### src/rtl/host_bus_master.sv
// host_bus_master: turns single host commands into one write (AW then W) or
// read (AR then R) transaction on a valid/ready bus, with a per-phase
// timeout and a held response to the host.
module host_bus_master #(
    parameter int unsigned TIMEOUT_CYCLES = 16
) (
    input  logic        clk,
    input  logic        rst,
    input  logic        cmd_valid,
    output logic        cmd_ready,
    input  logic        cmd_write,
    input  logic [31:0] cmd_addr,
    input  logic [31:0] cmd_wdata,
    output logic        resp_valid,
    input  logic        resp_ready,
    output logic [31:0] resp_rdata,
    output logic        resp_err,
    output logic        AWVALID,
    output logic [31:0] AWADDR,
    input  logic        AWREADY,
    output logic        WDVALID,
    output logic [31:0] WDATA,
    input  logic        WDREADY,
    output logic        ARVALID,
    output logic [31:0] ARADDR,
    input  logic        ARREADY,
    output logic        RDREADY,
    input  logic        RDVALID,
    input  logic [31:0] RDATA,
    output logic        busy
);

    localparam int unsigned WORD_W = 32;
    localparam int unsigned CNT_W  = 32;
    // Counter value on the last waiting edge allowed before giving up.
    localparam logic [CNT_W-1:0] TMO_LAST = CNT_W'(TIMEOUT_CYCLES - 1);

    typedef enum logic [2:0] {
        S_IDLE,
        S_AW,
        S_W,
        S_AR,
        S_R,
        S_RESP
    } state_t;

    state_t              state_q;
    logic [CNT_W-1:0]    tmo_cnt_q;
    logic [WORD_W-1:0]   wdata_q;
    logic                cmd_ready_q;
    logic                resp_valid_q;
    logic [WORD_W-1:0]   resp_rdata_q;
    logic                resp_err_q;
    logic                awvalid_q;
    logic [WORD_W-1:0]   awaddr_q;
    logic                wdvalid_q;
    logic [WORD_W-1:0]   wdata_out_q;
    logic                arvalid_q;
    logic [WORD_W-1:0]   araddr_q;
    logic                rdready_q;
    logic                busy_q;
    logic                timeout_hit;

    // A wait phase expires on the edge where the counter reaches its last value.
    assign timeout_hit = (TIMEOUT_CYCLES != 0) && (tmo_cnt_q == TMO_LAST);

    assign cmd_ready  = cmd_ready_q;
    assign resp_valid = resp_valid_q;
    assign resp_rdata = resp_rdata_q;
    assign resp_err   = resp_err_q;
    assign AWVALID    = awvalid_q;
    assign AWADDR     = awaddr_q;
    assign WDVALID    = wdvalid_q;
    assign WDATA      = wdata_out_q;
    assign ARVALID    = arvalid_q;
    assign ARADDR     = araddr_q;
    assign RDREADY    = rdready_q;
    assign busy       = busy_q;

    // Transaction FSM; every output is a register updated with its state change.
    always_ff @(posedge clk) begin
        if (rst) begin
            state_q      <= S_IDLE;
            tmo_cnt_q    <= '0;
            wdata_q      <= '0;
            cmd_ready_q  <= 1'b1;
            resp_valid_q <= 1'b0;
            resp_rdata_q <= '0;
            resp_err_q   <= 1'b0;
            awvalid_q    <= 1'b0;
            awaddr_q     <= '0;
            wdvalid_q    <= 1'b0;
            wdata_out_q  <= '0;
            arvalid_q    <= 1'b0;
            araddr_q     <= '0;
            rdready_q    <= 1'b0;
            busy_q       <= 1'b0;
        end else begin
            case (state_q)
                S_IDLE: begin
                    if (cmd_valid) begin
                        wdata_q     <= cmd_wdata;
                        tmo_cnt_q   <= '0;
                        cmd_ready_q <= 1'b0;
                        busy_q      <= 1'b1;
                        if (cmd_write) begin
                            state_q   <= S_AW;
                            awvalid_q <= 1'b1;
                            awaddr_q  <= cmd_addr;
                        end else begin
                            state_q   <= S_AR;
                            arvalid_q <= 1'b1;
                            araddr_q  <= cmd_addr;
                        end
                    end
                end
                S_AW: begin
                    if (AWREADY) begin
                        awvalid_q   <= 1'b0;
                        awaddr_q    <= '0;
                        wdvalid_q   <= 1'b1;
                        wdata_out_q <= wdata_q;
                        tmo_cnt_q   <= '0;
                        state_q     <= S_W;
                    end else if (timeout_hit) begin
                        awvalid_q    <= 1'b0;
                        awaddr_q     <= '0;
                        resp_valid_q <= 1'b1;
                        resp_err_q   <= 1'b1;
                        resp_rdata_q <= '0;
                        state_q      <= S_RESP;
                    end else begin
                        tmo_cnt_q <= tmo_cnt_q + CNT_W'(1);
                    end
                end
                S_W: begin
                    if (WDREADY || timeout_hit) begin
                        wdvalid_q    <= 1'b0;
                        wdata_out_q  <= '0;
                        resp_valid_q <= 1'b1;
                        resp_err_q   <= !WDREADY;
                        resp_rdata_q <= '0;
                        state_q      <= S_RESP;
                    end else begin
                        tmo_cnt_q <= tmo_cnt_q + CNT_W'(1);
                    end
                end
                S_AR: begin
                    if (ARREADY) begin
                        arvalid_q <= 1'b0;
                        araddr_q  <= '0;
                        rdready_q <= 1'b1;
                        tmo_cnt_q <= '0;
                        state_q   <= S_R;
                    end else if (timeout_hit) begin
                        arvalid_q    <= 1'b0;
                        araddr_q     <= '0;
                        resp_valid_q <= 1'b1;
                        resp_err_q   <= 1'b1;
                        resp_rdata_q <= '0;
                        state_q      <= S_RESP;
                    end else begin
                        tmo_cnt_q <= tmo_cnt_q + CNT_W'(1);
                    end
                end
                S_R: begin
                    if (RDVALID || timeout_hit) begin
                        rdready_q    <= 1'b0;
                        resp_valid_q <= 1'b1;
                        resp_err_q   <= !RDVALID;
                        resp_rdata_q <= RDVALID ? RDATA : '0;
                        state_q      <= S_RESP;
                    end else begin
                        tmo_cnt_q <= tmo_cnt_q + CNT_W'(1);
                    end
                end
                S_RESP: begin
                    if (resp_ready) begin
                        resp_valid_q <= 1'b0;
                        resp_err_q   <= 1'b0;
                        resp_rdata_q <= '0;
                        busy_q       <= 1'b0;
                        cmd_ready_q  <= 1'b1;
                        state_q      <= S_IDLE;
                    end
                end
                default: begin
                    state_q     <= S_IDLE;
                    cmd_ready_q <= 1'b1;
                    busy_q      <= 1'b0;
                end
            endcase
        end
    end

endmodule

### config.mk
export PLATFORM = sky130hd
export DESIGN_NAME = host_bus_master
export DESIGN_NICKNAME = d
export VERILOG_FILES = /design/src/rtl/host_bus_master.sv
export SDC_FILE = /design/constraint.sdc
export NUM_CORES = 1
export LEC_CHECK = 0
export ABC_AREA = 1
export ABC_CLOCK_PERIOD_IN_PS = 2000
export CAP_MARGIN = 20
export CORE_UTILIZATION = 33
export CTS_CLUSTER_SIZE = 8
export DETAILED_ROUTE_END_ITERATION = 10
export PLACE_DENSITY = 0.69
export RECOVER_POWER = 25
export SLEW_MARGIN = 20
export SYNTH_ARGS = -nofsm -noshare
export SYNTH_HDL_FRONTEND = slang
export SYNTH_SLANG_ARGS = --single-unit
### constraint.sdc
create_clock -name clk -period 2 [get_ports clk]
set_input_delay 0.4 -clock clk [delete_from_list [all_inputs] [get_ports clk]]
set_output_delay 0.4 -clock clk [all_outputs]
set_load 0.005 [all_outputs]
== After elaboration in Yosys (flattened, before gate mapping) ==
Index checks and enable logic that the tools add are counted.

* $add $sub $neg: 1
* $mul: 0
* Div/mod/pow operators: 0
* $lt $le $gt $ge: 0
* Equality and inequality tests: 20
* Shift-type cells: 0
* Muxes and demuxes: 68
* Bitwise logic cells: 1
* Reductions and logical operators: 21

{| class="wikitable"
|+ Operator list
! cell !! count
|-
| 32-bit two-way mux || 21
|-
| 32-bit one-hot mux with 5 select lines || 2
|-
| 32-bit one-hot mux with 2 select lines || 3
|-
| 32-bit by 1-bit adder with 32-bit output (second input constant) || 1
|-
| 32-bit by 4-bit == test with 1-bit output (second input constant) || 1
|-
| 1-bit two-way mux || 25
|-
| 2-bit != test (second input constant) || 12
|-
| 3-bit two-way mux || 7
|-
| 3-bit one-hot mux with 6 select lines || 1
|-
| 4-bit AND reduction || 4
|-
| 1-bit one-hot mux with 5 select lines || 2
|-
| 5-bit nonzero test || 2
|-
| 3-bit AND reduction || 3
|-
| 1-bit one-hot mux with 2 select lines || 4
|-
| 2-bit nonzero test || 4
|-
| 3-bit by 2-bit == test with 1-bit output (second input constant) || 2
|-
| 3-bit == test (second input constant) || 2
|-
| 3-bit != test (second input constant) || 2
|-
| 1-bit one-hot mux with 3 select lines || 2
|-
| 6-bit AND reduction || 1
|-
| 4-bit OR reduction || 1
|-
| 3-bit by 1-bit == test with 1-bit output (second input constant) || 1
|-
| 3-bit logical NOT || 1
|-
| 1-bit logical NOT || 2
|-
| 4 further kinds || 5
|}

* Register bits: 203
* Latch bits: 0
* Memory bits (writable): 0
* ROM bits: 0
* Input port bits: 105
* Output and inout port bits: 136
* Logic and storage cells: 126
* Memories: 0

== Longest topological paths before layout ==
Gate-level depths: netlist of run 1.

* Depth in word-level cells: 4
* Mapped depth: 13
* Mapped depth without buffers: 13

== Least setup slack after synthesis of run 1 ==
No wires, ideal clock.

* Kind: register to register
* From: reg tmo_cnt_q[1]
* To: reg tmo_cnt_q[0]
* Library setup time: 0.117 ns
* Arrival: 1.702 ns
* Data required time: 1.883 ns
* Path slack: 0.181 ns
* Cell stages (with the launch flop): 14
* Path buffers: 1
* Period minus slack after synthesis: 1.819 ns
* Path through: dfxtp_1 -> ha_1 -> nand2_2 -> nor2_4 -> nand3_2 -> nor2_4 -> nand2_2 -> nand2_4 -> nand2_4 -> nand2_2 -> nor2_4 -> buf_6 -> a21oi_1 -> nor2_1

* Cells in the longest elaborated chain, start to end: 4
* Elaborated cells between the ends (all ways): 10
* Classes of those cells: eq/ne: 3; mux: 4; reduce/logical: 3

{| class="wikitable"
|+ Ends and longest elaborated chain
! item !! line !! source
|-
| from (decl) || 48 || <nowiki>logic [CNT_W-1:0] tmo_cnt_q;</nowiki>
|-
| from (signal assigned) || 133 || <nowiki>tmo_cnt_q <= tmo_cnt_q + CNT_W'(1);</nowiki>
|-
| from (signal assigned) || 145 || <nowiki>tmo_cnt_q <= tmo_cnt_q + CNT_W'(1);</nowiki>
|-
| from (signal assigned) || 163 || <nowiki>tmo_cnt_q <= tmo_cnt_q + CNT_W'(1);</nowiki>
|-
| 32-bit by 4-bit == test with 1-bit output (*) || 65 || <nowiki>assign timeout_hit = (TIMEOUT_CYCLES != 0) && (tmo_cnt_q == TMO_LAST);</nowiki>
|-
| 32-bit two-way mux, or another cell as far along (2 in series) || - ||
|-
| 32-bit one-hot mux with 5 select lines / 4-bit AND reduction (equally long branches) || - ||
|}

Mark *: on every way between the ends. The rest lies on a longest branch, timed or not.
A chain may end at the register's enable or synchronous reset.

== Final worst setup path of run 1 ==
Ends and elaborated chain as after synthesis.

==> flow_summary.toml, run 1 <==
[worst_setup_path]
cp_slowest_cell = "dfxtp_1"
critPathLaunchType = "register"
critical_path.cell_chain = "ha_4 -> nand2_2 -> nor2_4 -> nand3_2 -> nor2_4 -> nand2_2 -> nand2_4 -> nand2_4 -> nand2_2 -> nor2_4 -> buf_4 -> a21oi_1 -> nor2_1"
crit_path_start = "tmo_cnt_q[1]"
rr_worst_depth = 13
crit_family = "simple AND/OR/NAND/NOR gates"
critical_path_class = "register to register"
critPathBufInv = 1
crit_path_max_fanout = 13
required_ns = 2.41
r2r-start = "tmo_cnt_q[1]"
endpoint_kind = "register"
cp.depth = 13
critPathMaxStageDelay_ns = 0.36
cp.arrival_ns = 2.28

[clocking]
cts_resized = 0
cts_hold_buf = 0
post_cts_buffers = 0
cts-root-buf = "clkbuf_16"
cts_tree = "yes"
clock_latency_ns = 0.54
cts_buffer_depth = 3
cts_sinks = 203
ctsHtreeMaxLevel = 1
cts.clk_slew.worst_paths_ns = 0.05
cts_made_buffers = 29

[placed_design]
place_congestion = 0.906
dp_hpwl_mm = 21.5
dp.cells = 1887
dp_slack_ns = -0.0672
port_buffers = 240

[sta]
max_clock_freq_ghz = 0.536
hold_viol_final = 0
finClkSkew_ns = 0.0143
period_share_pct = 93.4
worst_slew_pin_slew_ns = 0.510
period_needed_ns = 1.87
slew_viol_final = 0
rsz0062_at_grt = "false"
final-setup-viol-count = 0
tns_ns = 0
fin_hold_ws_ns = 0.231
fin_ws_ns = 0.133
relSlewSlack_pct = 66.0

[route]
drt_iter0_drc = 782
num_vias = 9602
ant_nets = 0
viasPerCell = 5.00
drt_pre_antenna_iters = 7
drt-total-wl_mm = 30.0
wl_per_cell_um = 15.6
drc = 0

[die]
fp.coreArea_mm2 = 0.0268
fp.dieW_um = 167
row_count = 60
ios = 241
die-area_mm2 = 0.0279
start_util_pct = 33.5
dieHeight_um = 167

[pwr]
p_total_uw = 14500
leakagePower_uw = 0.00500
peakVddDrop_v = 0.000732
power.density_mw_per_mm2 = 1110

[status]
status = "finished, final reports clean"

[cells_and_area]
finalNonFillerCells = 1922
layout_commonest_cell = "nand2_1"
layout_common_cells = "nand2_1 (424), a21oi_1 (200), dfxtp_1 (195)"
area_growth_pct = 45.3
drive_gt1_share_pct = 10.8
final_net_count = 1684

[logic_synthesis]
synth.top_cell.area_share_pct = 45.2
synth_top_area_cell = "dfxtp_1"
synth-seq-cells = 203
syn_nets = 1405
synthSimpleGateAreaFrac_pct = 33.6
synth_top_family_by_area = "simple AND/OR/NAND/NOR gates"
yosysWarnings = 0
synthCells = 1299
postSynthAreaPerCell_um2 = 6.92
synth_compound_area_share_pct = 13.7
muxShareOfSynthArea_pct = 0
seq_area_frac_synth_pct = 45.2
ys_types = 33
synth_xor_xnor_area_share_pct = 0.585
synthAdderAreaFrac_pct = 0.139
synth.top_cells.by_area = "dfxtp_1 (45%), nand2_1 (18%), a21oi_1 (11%), nand3_1 (6.5%), nor2_1 (4.1%)"
syn_area_mm2 = 0.00899

[run]
cap_violations = 0

[global_route]
grt_pass1_vias = 9128
grt_util_all_layers_pct = 20.8
grt_pass1_wl_mm = 47.6
grt_max_degree = 78
grt_overflow = 0
antenna_found_initial = 1

[hold_path]
hold_path.startpoint = "rst"
worstHoldPathType = "input pin to register"
whs_path_depth = 2
==> layout make-up <==
class | instances | area (µm²)
Fill cell | 2570 | 13700
Multi-Input combinational cell | 953 | 4380
Sequential cell | 203 | 4070
Timing Repair Buffer | 322 | 3160
Clock buffer | 31 | 733
Tap cell | 341 | 427
Inverter | 69 | 259
Clock inverter | 2 | 13.8
Antenna cell | 1 | 2.50
==> worst reg2reg max path, cell delays in order (launching register included) <==
cell     delay [ns]
dfxtp_1        0.36
ha_4           0.18
nand2_2        0.08
nor2_4         0.10
nand3_2        0.09
nor2_4         0.18
nand2_2        0.13
nand2_4        0.09
nand2_4        0.07
nand2_2        0.08
nor2_4         0.04
buf_4          0.18
a21oi_1        0.14
nor2_1         0.05
==> per-stage QoR <==
stage          cell area, µm²  util [%]
3_3_place_gp            12200      45.6
2_1_floorplan            8990         -
4_1_cts                 13000      48.3
6_report                13100      48.7
3_5_place_dp            12200      45.6
5_1_grt                 13100      48.7
==> registers in the layout, summed over array words and instances, names as in the netlist <==
name / flops
ARADDR: 32
ARVALID: 1
AWADDR: 32
AWVALID: 1
RDREADY: 1
WDATA: 32
WDVALID: 1
busy: 1
cmd_ready: 1
resp_err: 1
resp_rdata: 32
resp_valid: 1
state_q: 3
tmo_cnt_q: 32
wdata_q: 32
==> routing by layer <==
layer	GRT usage (%)	up-vias	part of all wire, %
met1	25.5	4383	41
met3	5.77	55	8.6
met4	6.92	0	2.7
li1	-	4802	-
met5	0	-	0
met2	34.9	362	48
==> report_power, final <==
group          total [µW]  switching [µW]  internal (µW)
registers            4860             285           4580
logic                5440            3240           2210
clock network        4210            1680           2540
==> path summary, 6_finish.rpt <==
check	endpoint	slack [ns]
worst max-delay path	tmo_cnt_q[0]	0.13
worst min-delay path	AWADDR[26]	0.23
worst max register to register	tmo_cnt_q[0]	0.13
worst min register to register	AWADDR[17]	0.45
==> Yosys cell counts <==
library cell,number
dfxtp_1,203
xnor2_1,2
ha_1,1
o21bai_1,3
a211oi_1,1
clkbuf_1,48
buf_2,19
or2_2,1
a21oi_2,2
nand2_1,427
o211ai_1,4
nand3_1,116
nand2_2,7
o21ai_0,17
xor2_1,4
o21ai_1,6
nand4_1,33
nor4_1,1
o211ai_4,1
inv_1,62
nand3_2,3
nor2_2,7
buf_4,3
and3b_1,1
buf_6,4
nand2_4,2
inv_2,7
nor3_1,9
nor2_1,97
nand3_4,1
a21oi_1,200
a31oi_1,3
nor2_4,4
==> kinds of logic (layout without fill, tap and decap cells) <==
| logic type | after synthesis | after routing |
|---|---|---|
| AO/OA/AOI/OAI | 237 | 237 |
| flip-flops | 203 | 203 |
| buffers and inverters | 143 | 424 |
| XOR/XNOR | 6 | 6 |
| other | 0 | 1 |
| AND/OR/NAND/NOR | 709 | 709 |
| adder cells (fa/ha/maj) | 1 | 1 |
No activity file was read; power rests on OpenSTA's default activity.
==> run 2: changes to the inputs <==
Settings changed: ABC_CLOCK_PERIOD_IN_PS 2000 to 2170.
Clock period 2 ns to 2.17 ns, I/O delays scaled along.
==> flow_summary.toml, run 2 (same netlist as run 1, synthesis figures left out) <==
[placed_design]
place_area_mm2 = 0.0120
dp_slack_ns = 0.0982
port_buffers = 240
place_congestion = 0.928
dp_hpwl_mm = 21.0

[clocking]
cts_buffer_depth = 3
clock_latency_ns = 0.53
cts-root-buf = "clkbuf_16"
cts_tree = "yes"
cts.clk_slew.worst_paths_ns = 0.06
cts_hold_buf = 0
cts_sinks = 203
ctsHtreeMaxLevel = 1
cts_made_buffers = 29

[sta]
rsz0062_at_grt = "false"
hold_viol_final = 0
final-setup-viol-count = 0
slew_viol_final = 0
fin_ws_ns = 0.206
max_clock_freq_ghz = 0.509
period_needed_ns = 1.96
worst_slew_pin_slew_ns = 0.578
period_share_pct = 90.5
finClkSkew_ns = 0.0135
fin_hold_ws_ns = 0.144
relSlewSlack_pct = 61.5
tns_ns = 0

[cells_and_area]
multi_input_area_mm2 = 0.00434
seqCellArea_mm2 = 0.00407
drive_gt1_share_pct = 7.89
fin_area_mm2 = 0.0127
num-fill-cells = 2614
final_net_count = 1651
layout_commonest_cell = "nand2_1"
layout_common_cells = "nand2_1 (427), dfxtp_1 (201), a21oi_1 (200)"
area_growth_pct = 41.8

[die]
row_count = 60
fp.dieW_um = 167
ios = 241
die-area_mm2 = 0.0279
dieHeight_um = 167
start_util_pct = 33.5
fp.coreArea_mm2 = 0.0268

[worst_setup_path]
r2r_end = "tmo_cnt_q[9]"
critPathLaunchType = "register"
required_ns = 2.62
cp.arrival_ns = 2.42
critPathMaxStageDelay_ns = 0.34
crit_path_start = "tmo_cnt_q[0]"
crit_end = "tmo_cnt_q[9]"
rr_worst_depth = 12
cp_slowest_cell = "dfxtp_1"
critical_path_class = "register to register"
crit_path_max_fanout = 11
endpoint_kind = "register"
r2r-start = "tmo_cnt_q[0]"
rrSetupSlack_ns = 0.21
critical_path.cell_chain = "ha_2 -> nand2_2 -> nor2_4 -> nand3_2 -> nor2_4 -> nand2_2 -> nand2_4 -> nand2_4 -> nand3_4 -> buf_4 -> nand2_1 -> a21oi_1"

[route]
drt-total-wl_mm = 29.5
drt_iter0_drc = 741
wl_per_cell_um = 15.6
viasPerCell = 5.05
num_vias = 9541
drc = 0
drt_pre_antenna_iters = 5
ant_nets = 0

[hold_path]
worstHoldPathType = "input pin to register"
whs_path_depth = 2

[pwr]
power.density_mw_per_mm2 = 1030
p_total_uw = 13200
peakVddDrop_v = 0.000755
leakagePower_uw = 0.00482

[global_route]
grt_pass1_wl_mm = 46.7
antenna_found_initial = 1
grt_max_degree = 99
grt_overflow = 0
grt_util_all_layers_pct = 20.5
grt_pass1_vias = 8988

[run]
cap_violations = 0

[status]
status = "finished, final reports clean"
run 2: cell count changes in the layout (fill, tap and decap cells not counted), sizes merged:
cell           previous run  this run
buf                      82        50
clkinv                    1         0
dlygate4sd3              81        82
clkdlybuf4s50           158       157
run 2: worst min-delay path by stage:
stage	startpoint	endpoint	slack, ns
detailed placement	resp_err	resp_err	0.44
global placement	resp_err	resp_err	0.43
floorplan	resp_err	resp_err	0.44
CTS	rst	tmo_cnt_q[16]	0.13
global route	rst	tmo_cnt_q[16]	0.14
finish	rst	tmo_cnt_q[13]	0.14
run 2: metal layers:
| layer | vias up | wire length [µm] | global-route usage, % |
|---|---|---|---|
| met2 | 351 | 13600 | 33.3 |
| met5 | - | 0 | 0 |
| met4 | 0 | 1130 | 9.38 |
| li1 | 4734 | - | - |
| met1 | 4383 | 12000 | 24.4 |
| met3 | 73 | 2750 | 6.75 |
run 2: critical path, delay by kind of cell, from the launching register on:
family,cells,cell delay [ns]
AO/OA/AOI/OAI,1,0.14
adder cells (fa/ha/maj),1,0.22
buffers and inverters,1,0.20
flip-flops,1,0.34
AND/OR/NAND/NOR,9,0.96
run 2: layout make-up:
class	instances	share of cell area, %
Clock inverter	1	0.0687
Multi-Input combinational cell	953	34.0
Timing Repair Buffer	289	22.6
Clock buffer	32	5.94
Inverter	69	2.03
Sequential cell	203	31.9
Tap cell	341	3.35
Antenna cell	1	0.0196
run 2: repair_timing:
action | in CTS | in global routing
setup buffers | 0 | 0
endpoints found under the hold margin | 0 | 0
setup endpoints to repair | 0 | 5
gates resized for setup | 0 | 5
run 2: report_power, final:
part,internal (µW),total (µW),switching (µW)
Clock,2400,3940,1540
Combinational,1870,4710,2840
Sequential,4220,4510,292
run 2: metrics by stage:
step	utilization (%)	std cells
CTS	47.5	1888
global route	47.5	1889
global placement	44.6	1855
detailed placement	44.6	1855
floorplan	-	1299
finish	47.5	1889
==> run 3: changes to the inputs <==
Settings changed: CORE_UTILIZATION 33 to 45, PLACE_DENSITY 0.69 to 0.86.
==> flow_summary.toml, run 3 (same netlist as run 1, synthesis figures left out) <==
[global_route]
busiest_layer = "met2"
grt_pass1_vias = 9539
grtUsageMet2_pct = 47.1
grt_use_met1_pct = 32.8
grt_util_all_layers_pct = 27.7
antenna_found_initial = 0
grt_overflow = 0
gr-usage-met3_pct = 7.50
grt_max_degree = 119
grt_pass1_wl_mm = 46.2

[clocking]
cts.clk_slew.worst_paths_ns = 0.05
cts-root-buf = "clkbuf_16"
clock_latency_ns = 0.54
cts_sinks = 203
cts_made_buffers = 29
ctsHtreeMaxLevel = 1
cts_buffer_depth = 3
cts_tree = "yes"

[worst_setup_path]
critPathLaunchType = "register"
required_ns = 2.59
rrSetupSlack_ns = 0.14
critical_path_class = "register to register"
crit_end = "tmo_cnt_q[28]"
crit_path_max_fanout = 27
endpoint_kind = "register"
cp.arrival_ns = 2.45
crit_path_start = "tmo_cnt_q[1]"
r2r-start = "tmo_cnt_q[1]"
r2r_end = "tmo_cnt_q[28]"
rr_worst_depth = 13

[sta]
hold_viol_final = 0
relSlewSlack_pct = 65.1
worst_slew_pin_slew_ns = 0.523
period_share_pct = 93.5
slew_viol_final = 0
max_clock_freq_ghz = 0.493
final-setup-viol-count = 0
fin_ws_ns = 0.141
finClkSkew_ns = 0.0144
period_needed_ns = 2.03

[hold_path]
whs_path_depth = 3
worstHoldPathType = "input pin to register"

[placed_design]
dp_hpwl_mm = 19.3
place_congestion = 0.962
dp.cells = 1786
dp_slack_ns = -0.0446
port_buffers = 240

[route]
drc = 0
drt-total-wl_mm = 28.7
ant_nets = 0
drt_pre_antenna_iters = 5
wl_per_cell_um = 15.8
viasPerCell = 5.42
num_vias = 9852
drt_iter0_drc = 778

[die]
fp.dieW_um = 143
start_util_pct = 46.0
die-area_mm2 = 0.0205
row_count = 51
ios = 241
dieHeight_um = 143
fp.coreArea_mm2 = 0.0195

[cells_and_area]
layout_common_cells = "nand2_1 (427), dfxtp_1 (203), a21oi_1 (200)"
antenna_cells = 0
final_net_count = 1659
drive_gt1_share_pct = 8.24
layout_commonest_cell = "nand2_1"
finalNonFillerCells = 1818
area_growth_pct = 41.1

[pwr]
peakVddDrop_v = 0.000846
leakagePower_uw = 0.00486
power.density_mw_per_mm2 = 1030

[status]
status = "finished, final reports clean"

[run]
cap_violations = 0
run 3: timing repair:
action,4_1_cts,5_1_grt
buffers inserted,0,1
hold buffers,0,0
gates resized for setup,0,5
setup endpoints to repair,0,85
run 3: stage by stage:
stage	hold slack (ns)	setup TNS (ns)	power, µW	util, %	area (µm²)
2_1_floorplan	0.440	0	7260	-	8990
3_3_place_gp	0.435	-0.0169	9040	61.0	11900
3_5_place_dp	0.443	-0.0460	9150	61.0	11900
4_1_cts	0.392	0	13000	64.8	12700
5_1_grt	0.399	-0.0625	13700	64.9	12700
6_report	0.387	0	13000	64.9	12700
run 3: worst min-delay path by stage:
| stage | endpoint | start |
|---|---|---|
| 2_1_floorplan | resp_err | resp_err |
| 6_report | resp_rdata[8] | rst |
| 3_3_place_gp | resp_err | resp_err |
| 4_1_cts | resp_rdata[17] | rst |
| 3_5_place_dp | resp_err | resp_err |
| 5_1_grt | resp_rdata[26] | rst |
run 3: where the power goes:
group	total [µW]	switching [µW]	internal (µW)
registers	4490	275	4220
logic	4650	2880	1770
clock network	3880	1560	2320
run 3: cell type report:
cell class                      count  area [µm²]
Clock buffer                       29         726
Sequential cell                   203        4060
Inverter                           69         259
Clock inverter                      2        16.3
Timing Repair Buffer              297        2950
Fill cell                        1647        6850
Tap cell                          265         332
Multi-Input combinational cell    953        4340
run 3: critical path, stage by stage (launching register included):
cell and delay [ns]:
dfxtp_1 0.35, ha_2 0.24, nand2_2 0.09, nor2_4 0.15, nand3_2 0.09, nor2_4 0.16
nand2_2 0.12, nand2_4 0.12, nand2_4 0.07, nand2_2 0.09, nor2_4 0.04, buf_12 0.16
o21ai_0 0.18, nor2_1 0.06
run 3: routing by layer:
| metal | routed length (µm) | part of all wire [%] |
|---|---|---|
| met2 | 13800 | 48 |
| met4 | 1100 | 3.8 |
| met3 | 2570 | 8.9 |
| met1 | 11300 | 39 |
| met5 | 0 | 0 |
